## src/rtl/systolic_block_accumulator.sv

```systemverilog
// Accumulates CHUNK_SIZE-element partial-product beats over STEPS beats and emits one finished block.
// Optional output clamping is enabled by defining ACC_SATURATE_EN; otherwise sums wrap to WIDTH bits.
module systolic_block_accumulator #(
  parameter int WIDTH           = 16,
  parameter int FRAC_WIDTH      = 8,
  parameter int BLOCK_SIZE      = 2,
  parameter int CHUNK_SIZE      = BLOCK_SIZE * BLOCK_SIZE,
  parameter int INNER_DIMENSION = 64
) (
  input  logic                                      clk,
  input  logic                                      rst_n,
  input  logic                                      clear,
  input  logic                                      in_valid,
  output logic                                      in_ready,
  input  logic [WIDTH*CHUNK_SIZE-1:0]               in,
  output logic                                      out_valid,
  input  logic                                      out_ready,
  output logic [WIDTH*CHUNK_SIZE-1:0]               out,
  output logic                                      out_sat,
  output logic [$clog2(INNER_DIMENSION/BLOCK_SIZE+1)-1:0] beat_cnt
);

  localparam int STEPS     = INNER_DIMENSION / BLOCK_SIZE;
  localparam int ACC_WIDTH = WIDTH + $clog2(STEPS) + 1;
  localparam int CNT_WIDTH = $clog2(STEPS + 1);
  localparam logic [CNT_WIDTH-1:0] LAST_BEAT = CNT_WIDTH'(STEPS - 1);

  // Fixed-point position is untouched by summation, so FRAC_WIDTH only needs to be sane.
  if (STEPS < 1 || (INNER_DIMENSION % BLOCK_SIZE) != 0 || FRAC_WIDTH < 0 || FRAC_WIDTH > WIDTH)
  begin : g_bad_params
    $error("systolic_block_accumulator: illegal parameter combination");
  end

  logic signed [ACC_WIDTH-1:0] acc [CHUNK_SIZE];
  logic signed [ACC_WIDTH-1:0] sum [CHUNK_SIZE];
  logic [WIDTH*CHUNK_SIZE-1:0] out_next;
  logic                        out_sat_next;
  logic                        last_beat;
  logic                        accept;
  logic                        load_out;

  assign last_beat = (beat_cnt == LAST_BEAT);
  assign in_ready  = !(last_beat && out_valid && !out_ready);
  assign accept    = in_valid && in_ready && !clear;
  assign load_out  = accept && last_beat;

`ifdef ACC_SATURATE_EN
  localparam logic signed [ACC_WIDTH-1:0] SAT_MAX =
    {{(ACC_WIDTH-WIDTH+1){1'b0}}, {(WIDTH-1){1'b1}}};
  localparam logic signed [ACC_WIDTH-1:0] SAT_MIN =
    {{(ACC_WIDTH-WIDTH+1){1'b1}}, {(WIDTH-1){1'b0}}};
  logic [CHUNK_SIZE-1:0] clamped;
  assign out_sat_next = |clamped;
`else
  assign out_sat_next = 1'b0;
`endif

  for (genvar k = 0; k < CHUNK_SIZE; k++) begin : g_elem
    logic [WIDTH-1:0] elem;
    assign elem   = in[WIDTH*CHUNK_SIZE-1-WIDTH*k -: WIDTH];
    assign sum[k] = acc[k] + $signed({{(ACC_WIDTH-WIDTH){elem[WIDTH-1]}}, elem});
`ifdef ACC_SATURATE_EN
    logic [WIDTH-1:0] reduced;
    always_comb begin
      reduced    = sum[k][WIDTH-1:0];
      clamped[k] = 1'b0;
      if (sum[k] > SAT_MAX) begin
        reduced    = SAT_MAX[WIDTH-1:0];
        clamped[k] = 1'b1;
      end else if (sum[k] < SAT_MIN) begin
        reduced    = SAT_MIN[WIDTH-1:0];
        clamped[k] = 1'b1;
      end
    end
    assign out_next[WIDTH*CHUNK_SIZE-1-WIDTH*k -: WIDTH] = reduced;
`else
    assign out_next[WIDTH*CHUNK_SIZE-1-WIDTH*k -: WIDTH] = sum[k][WIDTH-1:0];
`endif
  end

  // The last beat restarts accumulation from zero on the same edge, so blocks run back to back.
  always_ff @(posedge clk or negedge rst_n) begin
    if (!rst_n) begin
      for (int k = 0; k < CHUNK_SIZE; k++) acc[k] <= '0;
      beat_cnt <= '0;
    end else if (clear) begin
      for (int k = 0; k < CHUNK_SIZE; k++) acc[k] <= '0;
      beat_cnt <= '0;
    end else if (accept) begin
      if (last_beat) begin
        for (int k = 0; k < CHUNK_SIZE; k++) acc[k] <= '0;
        beat_cnt <= '0;
      end else begin
        for (int k = 0; k < CHUNK_SIZE; k++) acc[k] <= sum[k];
        beat_cnt <= beat_cnt + 1'b1;
      end
    end
  end

  always_ff @(posedge clk or negedge rst_n) begin
    if (!rst_n) begin
      out       <= '0;
      out_valid <= 1'b0;
      out_sat   <= 1'b0;
    end else if (load_out) begin
      out       <= out_next;
      out_valid <= 1'b1;
      out_sat   <= out_sat_next;
    end else if (out_ready) begin
      out_valid <= 1'b0;
    end
  end

endmodule

```

## config.mk

```make
export PLATFORM = sky130hd
export DESIGN_NAME = systolic_block_accumulator
export DESIGN_NICKNAME = d
export VERILOG_FILES = /design/src/rtl/systolic_block_accumulator.sv
export SDC_FILE = /design/constraint.sdc
export NUM_CORES = 1
export LEC_CHECK = 0
export CAP_MARGIN = 25
export CORE_MARGIN = 3
export CORE_UTILIZATION = 57
export DETAILED_ROUTE_END_ITERATION = 7
export PLACE_DENSITY = 0.89
export SLEW_MARGIN = 5
export SYNTH_ARGS = -nofsm -noshare
export SYNTH_HDL_FRONTEND = slang
export SYNTH_SLANG_ARGS = --single-unit
```

## constraint.sdc

```tcl
create_clock -name clk -period 4.7 [get_ports clk]
set_input_delay 0.94 -clock clk [delete_from_list [all_inputs] [get_ports clk]]
set_output_delay 0.94 -clock clk [all_outputs]
set_load 0.02 [all_outputs]
```

==> summary.md, run 1 <==
| Metric | Value |
|---|---|
| Die height | `122.5 µm` |
| Max-slew violation count | `0` |
| Root buffer cell | `clkbuf_16` |
| CP Launch Type | `primary input` |
| Syn avg cell area | `about 9.5 µm²` |
| P_leak | `0.004800 µW` |
| Clk slew on worst S/H paths | `50 ps` |
| Final Setup Violations | `0` |
| Register-to-register setup slack | `roughly 2000 ps` |
| Worst setup startpoint | `out_ready` |
| WS Path Type | `primary input to primary output` |
| WL met2 | `9173 µm` |
| Post-Syn Area | `about 7700 µm²` |
| Latest clock arrival within the worst-skew pair | `between 400 and 500 ps` |
| Critical path required time | `3760 ps` |
| Vias in the first global route | `between 6000 and 7000` |
| Power per Cell Area | `365.4 nW/µm²` |
| Total track usage | `27.16%` |
| Outcome | `finished, final reports clean` |
| Initial antenna violation count | `0` |
| Reg-to-Reg End | `acc[55]$_DFFE_PN0P_` |
| Crit path top cell by count | `clkdlybuf4s50_1` |
| Worst Skew | `about 7 ps` |
| Asr flop ratio synth | `100.0%` |
| Post-Syn Nets | `950` |
| Cells along the critical path | `clkdlybuf4s50_1, nand2b_1, or3_1, clkdlybuf4s50_1` |
| Fmax | `0.2888 GHz` |
| Initial Utilization | `between 50% and 60%` |
| ANT cells | `0` |
| Antenna viol nets, final | `0` |
| Setup Fix Bufs, Post-CTS | `0` |
| WP data arrival | `about 2500 ps` |
| CTS tree | `yes` |
| Slew @ Worst Pin | `871.1 ps` |
| Maxcap violations | `0` |
| Row count | `41` |
| Yosys reg bits | `between 100 and 150` |
| Sequential fraction of the synthesis area | `43.68%` |
| HPWL after DPL | `13310 µm` |
| Netlist cell types | `54` |
| Post-layout net count | `1086` |
| H-tree depth | `4` |
| Via count | `6712` |
| Critical R2R Launch | `beat_cnt[0]$_DFFE_PN0P_` |
| Core Box Area | `12930 µm²` |
| DR WL met3 | `~1500 µm` |
| Yosys top cell area share | `43.68%` |
| Die ar. | `15000 µm²` |
| Clock Sinks | `~140` |
| Tightest Hold Check Type | `primary input to async pin` |
| RSZ-0062 raised after global routing | `false` |
| CP Max Fanout | `4` |
| Buf/Inv on CP | `2` |
| Met1 wire length | `8416 µm` |
| Non-filler cells in the finished layout | `1137` |
| Die X-Extent | `122.5 µm` |
| Max stage delay on crit path | `roughly 600 ps` |
| Worst path slowest cell | `clkdlybuf4s50_1` |
| Worst Reg2Reg Path Length in Cells | `7` |
| CP top delay family | `buffers and inverters` |
| Setup TNS | `0 ps` |
| Mapped Cells | `816` |
| Clock tree buffer depth | `2` |
| Final Hold Viols | `0` |
| Synth top cells by count | `160 x nand2_1, 135 x dfrtp_1, 66 x o21ai_0` |
| I/O pin total | `142` |
| Detailed Route WL | `19370 µm` |
| Drt drc | `0` |
| Post-synth EDFFs | `0` |
| TritonCTS buffer count | `17` |
| Largest net degree at the start of global routing | `109` |
| Final core occ | `77.12%` |
| Min cycle time layout | `roughly 3500 ps` |
| RD Place Congestion | `0.8836` |
| Grt ovf | `0` |
| Relative slew slack | `41.80%` |
| Dominant cell type by area after synthesis | `dfrtp_1` |
| Iter 0 DRT Violations | `between 500 and 600` |
| Top sig layer | `met4` |
| Worst VDD drop | `0.2967 mV` |
| Area Growth Syn to Fin | `28.91%` |
| I/O Buffers | `140` |
| Via density per instance | `between 5 and 6` |
| Count leader, synth | `nand2_1` |
| TritonRoute pass-1 iters | `5` |
| Post-CTS Resized | `0` |
| Tcrit/Tclk final | `73.66%` |
| Post-cts hold buffer count | `0` |
| Synth top area cells | `dfrtp_1 44%, ha_1 9.9%, nand2_1 7.8%, a22o_1 5.2%, o21ai_0 4.3%` |
| Layout cells sized above 1 | `6.321%` |
| Main synth FF type | `dfrtp_1` |
| Global-route wire length before repair | `32160 µm` |
| Setup crit end kind | `primary output` |
| Cell Count Post-Placement | `1104` |
| Synth Warn # | `0` |
| Pwr Total | `3643 µW` |
| WL/cell | `17.04 µm` |
==> metrics by stage <==
stage | hold slack, ps | setup slack (ps) | instance area, µm²
after detailed placement | 462.7 | 1043 | 9338
final | 473.5 | 1238 | 9970
after CTS | 476.5 | 1239 | 9942
after floorplan | 452.6 | 1812 | 7734
after global placement | 456.9 | 1151 | 9338
after global routing | 495.0 | 1200 | 9970
==> worst max-delay path by stage <==
stage / slack [ps] / end / depth (start not counted)
after floorplan: 1810 / out[14]$_DFFE_PN0P_ / 9
after global placement: 1150 / out[14]$_DFFE_PN0P_ / 10
after detailed placement: 1040 / acc[36]$_DFFE_PN0P_ / 10
after CTS: 1240 / in_ready / 4
after global routing: 1200 / in_ready / 4
final: 1240 / in_ready / 4
==> routing by layer <==
metal	global-route usage, %	up-vias
li1	-	3193
met1	36.21	3228
met2	43.80	262
met3	7.327	29
met4	7.908	0
met5	0	-
==> area by class of cell <==
| cell class | instances | area [µm²] |
|---|---|---|
| flip-flops and latches | 135 | 3378 |
| clock buffers | 24 | 511.7 |
| repair buffers | 149 | 1515 |
| well taps | 172 | 215.2 |
| inverters | 19 | 71.32 |
| fillers | 885 | 2958 |
| clock inverters | 8 | 92.59 |
| multi-input cells | 630 | 4185 |
==> sequential cells by signal (all words and copies together) (netlist names) <==
name	count
acc	64
out	64
beat_cnt	6
out_valid	1
==> logic make-up (layout without fill, tap and decap cells) <==
group | Yosys count | count (layout) | share of synthesized area [%]
other | 1 | 1 | 0.04849
AND/OR/NAND/NOR | 258 | 258 | 14.66
buffers and inverters | 51 | 200 | 2.572
XOR/XNOR | 49 | 49 | 5.549
multiplexers | 17 | 17 | 2.394
flip-flops | 135 | 135 | 43.68
adder cells (fa/ha/maj) | 65 | 65 | 10.90
AO/OA/AOI/OAI | 240 | 240 | 20.19
==> report_power, final <==
part           internal [µW]  switching, µW
Combinational            435            555
Clock                    860            483
Sequential              1250           60.0
Total                   2550           1100
==> worst reg2reg max path: cells and delay by family (launching register included) <==
| kind | cells | cell delay [ps] |
|---|---|---|
| AND/OR/NAND/NOR | 2 | 720 |
| buffers and inverters | 1 | 360 |
| AO/OA/AOI/OAI | 3 | 950 |
| adder cells (fa/ha/maj) | 1 | 240 |
| flip-flops | 1 | 400 |
==> placed cells by master (no fill, tap or decap), types with 12 or more instances in the layout <==
master / instances
a22o_1: 46
clkdlybuf4s50_1: 139
nor2_1: 30
mux2_2: 12
ha_1: 61
o21ai_0: 66
dfrtp_1: 135
a21oi_1: 56
inv_1: 19
xor2_1: 19
nand2_1: 160
clkbuf_16: 17
xnor2_1: 30
Note: power is estimated with default switching activity, not from simulation.
==> run 2: changes to the inputs <==
--- a/config.mk
+++ b/config.mk
@@ -7,9 +7,9 @@
 export LEC_CHECK = 0
 export CAP_MARGIN = 25
 export CORE_MARGIN = 3
-export CORE_UTILIZATION = 57
+export CORE_UTILIZATION = 53
 export DETAILED_ROUTE_END_ITERATION = 7
-export PLACE_DENSITY = 0.89
+export PLACE_DENSITY = 0.84
 export SLEW_MARGIN = 5
 export SYNTH_ARGS = -nofsm -noshare
 export SYNTH_HDL_FRONTEND = slang
==> constraint.sdc (replaced) <==
create_clock -name clk -period 3.2 [get_ports clk]
set_input_delay 0.64 -clock clk [delete_from_list [all_inputs] [get_ports clk]]
set_output_delay 0.64 -clock clk [all_outputs]
set_load 0.02 [all_outputs]
==> run 2 against run 1 <==
  * Flip-flop and latch count did not move
  * Critical path type is now register to primary output
  * Combinational power rose by 51%
  * Total power rose by 48%
  * Global-route usage fell by 2.7 points
  * Core utilization fell by 5.6 points
  * Largest cell class unchanged
  * Register-to-register slack got worse by 1300 ps
  * Die area rose by 7.2%
  * Final cell count rose by 1.8%
==> summary.md, run 2 (synthesis results as in run 1) <==
| Metric | Value |
|---|---|
| Outcome | `finished, final reports clean (unchanged)` |
| Critical path required time | `2560 ps (was 3760 ps)` |
| Layout cells sized above 1 | `7.362% (was 6.321%)` |
| ANT cells | `0 (unchanged)` |
| CP Launch Type | `register (was primary input)` |
| RSZ-0062 raised after global routing | `false (unchanged)` |
| Fmax | `0.3408 GHz` |
| I/O pin total | `142 (unchanged)` |
| Global-route wire length before repair | `31980 µm (was 32160 µm)` |
| Die ar. | `16080 µm² (was 15000 µm²)` |
| Initial antenna violation count | `0 (unchanged)` |
| Die X-Extent | `126.8 µm (was 122.5 µm)` |
| Total track usage | `24.50% (was 27.16%)` |
| Row count | `43 (was 41)` |
| Post-layout net count | `1099 (was 1086)` |
| I/O Buffers | `140 (unchanged)` |
| Power per Cell Area | `535.5 nW/µm² (was 365.4 nW/µm²)` |
| Setup crit end kind | `primary output (unchanged)` |
| Via density per instance | `5.794 (was 5.903)` |
| Maxcap violations | `0 (unchanged)` |
| Post-cts hold buffer count | `0 (unchanged)` |
| NetSw | `1616 µW (was 1097 µW)` |
| Reg area | `3378 µm² (unchanged)` |
| Area Growth Syn to Fin | `30.32% (was 28.91%)` |
| # fillers | `1062 (was 885)` |
| Most common cell after layout, fill and taps aside | `nand2_1 (unchanged)` |
| Setup Fix Bufs, Post-CTS | `0 (unchanged)` |
| Setup TNS | `0 ps (unchanged)` |
| Combinational power share | `27.6% (was 27.2%)` |
| Drt drc | `0 (unchanged)` |
| Vias in the first global route | `6721 (was 6724)` |
| Tightest Hold Check Type | `primary input to async pin (unchanged)` |
| Sequential share of power | `35.7% (was 36.0%)` |
| Initial Utilization | `54.86% (was 59.82%)` |
| Clock Sinks | `135 (unchanged)` |
| Non-filler cells in the finished layout | `1158 (was 1137)` |
| Relative slew slack | `49.76% (was 41.80%)` |
| Hold Worst Slack | `115.6 ps (was 473.5 ps)` |
| Register-to-register setup slack | `660 ps (was 1960 ps)` |
| Worst VDD drop | `0.4109 mV (was 0.2967 mV)` |
| Iter 0 DRT Violations | `372 (was 530)` |
| P_leak | `0.004859 µW (was 0.004800 µW)` |
| Switching Share | `29.94% (was 30.12%)` |
| WS Path Type | `register to primary output (was primary input to primary output)` |
| Detailed Route WL | `19240 µm (was 19370 µm)` |
| TritonCTS buffer count | `17 (unchanged)` |
| Grt ovf | `0 (unchanged)` |
| Via count | `6709 (was 6712)` |
| Final Setup Violations | `0 (unchanged)` |
| Largest registers | `acc x64, out x64, beat_cnt x6 (unchanged)` |
| Worst Skew | `6.758 ps (was 7.172 ps)` |
| Post-CTS Resized | `0 (unchanged)` |
| CP Max Fanout | `5 (was 4)` |
| WL/cell | `16.61 µm (was 17.04 µm)` |
| Final Hold Viols | `0 (unchanged)` |
| Antenna viol nets, final | `0 (unchanged)` |
| Latest clock arrival within the worst-skew pair | `410 ps (was 420 ps)` |
| Min cycle time layout | `just under 3000 ps` |
| H-tree depth | `4 (unchanged)` |
| Slew @ Worst Pin | `753.6 ps (was 871.1 ps)` |
| Core Box Area | `14100 µm² (was 12930 µm²)` |
| Largest net degree at the start of global routing | `70 (was 109)` |
| WP data arrival | `2290 ps (was 2520 ps)` |
| Max-slew violation count | `0 (unchanged)` |
| Cell Int Power | `3781 µW (was 2546 µW)` |
| TritonRoute pass-1 iters | `5 (unchanged)` |
| Cell Count Post-Placement | `1126 (was 1104)` |
| Leading cell types in the layout, fill and taps excluded | `160 x nand2_1, 139 x clkdlybuf4s50_1, 135 x dfrtp_1 (unchanged)` |
| Clock tree buffer depth | `2 (unchanged)` |
| Root buffer cell | `clkbuf_16 (unchanged)` |
| Die height | `126.8 µm (was 122.5 µm)` |
| Clk network pwr share | `36.8% (was 36.9%)` |
| Clk slew on worst S/H paths | `60 ps (was 50 ps)` |
| HPWL after DPL | `13360 µm (was 13310 µm)` |
| CTS tree | `yes (unchanged)` |
| RD Place Congestion | `0.8944 (was 0.8836)` |
| Tcrit/Tclk final | `about 90%` |
| Area of the multi-input gates | `4185 µm² (unchanged)` |
-- run 2: power groups by stage --
| stage | Sequential [µW] | Combinational [µW] | Clock, µW |
|---|---|---|---|
| after floorplan | 1930 | 1060 | 0 |
| after global placement | 1940 | 1420 | 0 |
| after detailed placement | 1950 | 1460 | 0 |
| after CTS | 1920 | 1480 | 2010 |
| after global routing | 1940 | 1670 | 2100 |
| final | 1930 | 1490 | 1980 |
-- run 2: stage by stage --
| stage | utilization (%) | total power [µW] | worst slack [ps] | area (µm²) |
|---|---|---|---|---|
| floorplan | - | 2990 | 611.6 | 7734 |
| global placement | 67.24 | 3359 | 31.63 | 9478 |
| detailed placement | 67.24 | 3402 | 11.16 | 9478 |
| CTS | 71.50 | 5417 | 249.9 | 10080 |
| global route | 71.50 | 5706 | 120.0 | 10080 |
| finish | 71.50 | 5397 | 265.7 | 10080 |
-- run 2: per-layer routing --
| layer | share of wire [%] | vias up | global-route usage (%) |
|---|---|---|---|
| met3 | 6.3 | 30 | 5.558 |
| met5 | 0 | - | 0 |
| met4 | 2.0 | 0 | 8.328 |
| li1 | - | 3230 | - |
| met1 | 45 | 3232 | 33.29 |
| met2 | 46 | 217 | 38.95 |
-- run 2: critical path: stages, from the launching register on --
cell and delay (ps):
dfrtp_1 410, ha_1 240, nand4_1 160, or3_1 460, clkdlybuf4s50_1 600
-- run 2: worst paths after layout --
kind / start / end / depth (start not counted)
setup / recovery: beat_cnt[0]$_DFFE_PN0P_ / in_ready / 4
hold / removal: rst_n / out[56]$_DFFE_PN0P_ / 1
setup reg to reg: acc[0]$_DFFE_PN0P_ / out[14]$_DFFE_PN0P_ / 9
hold reg to reg: out[11]$_DFFE_PN0P_ / out[11]$_DFFE_PN0P_ / 2
max in group asynchronous: rst_n / out[39]$_DFFE_PN0P_ / 2
min in group clk: out[11]$_DFFE_PN0P_ / out[11]$_DFFE_PN0P_ / 2
-- run 2: final cells by class --
class                           instances  share of cell area, %
Inverter                               19                 0.7076
Clock buffer                           23                  4.742
Clock inverter                          9                  1.217
Sequential cell                       135                  33.52
Tap cell                              180                  2.235
Multi-Input combinational cell        630                  41.53
Timing Repair Buffer                  162                  16.05
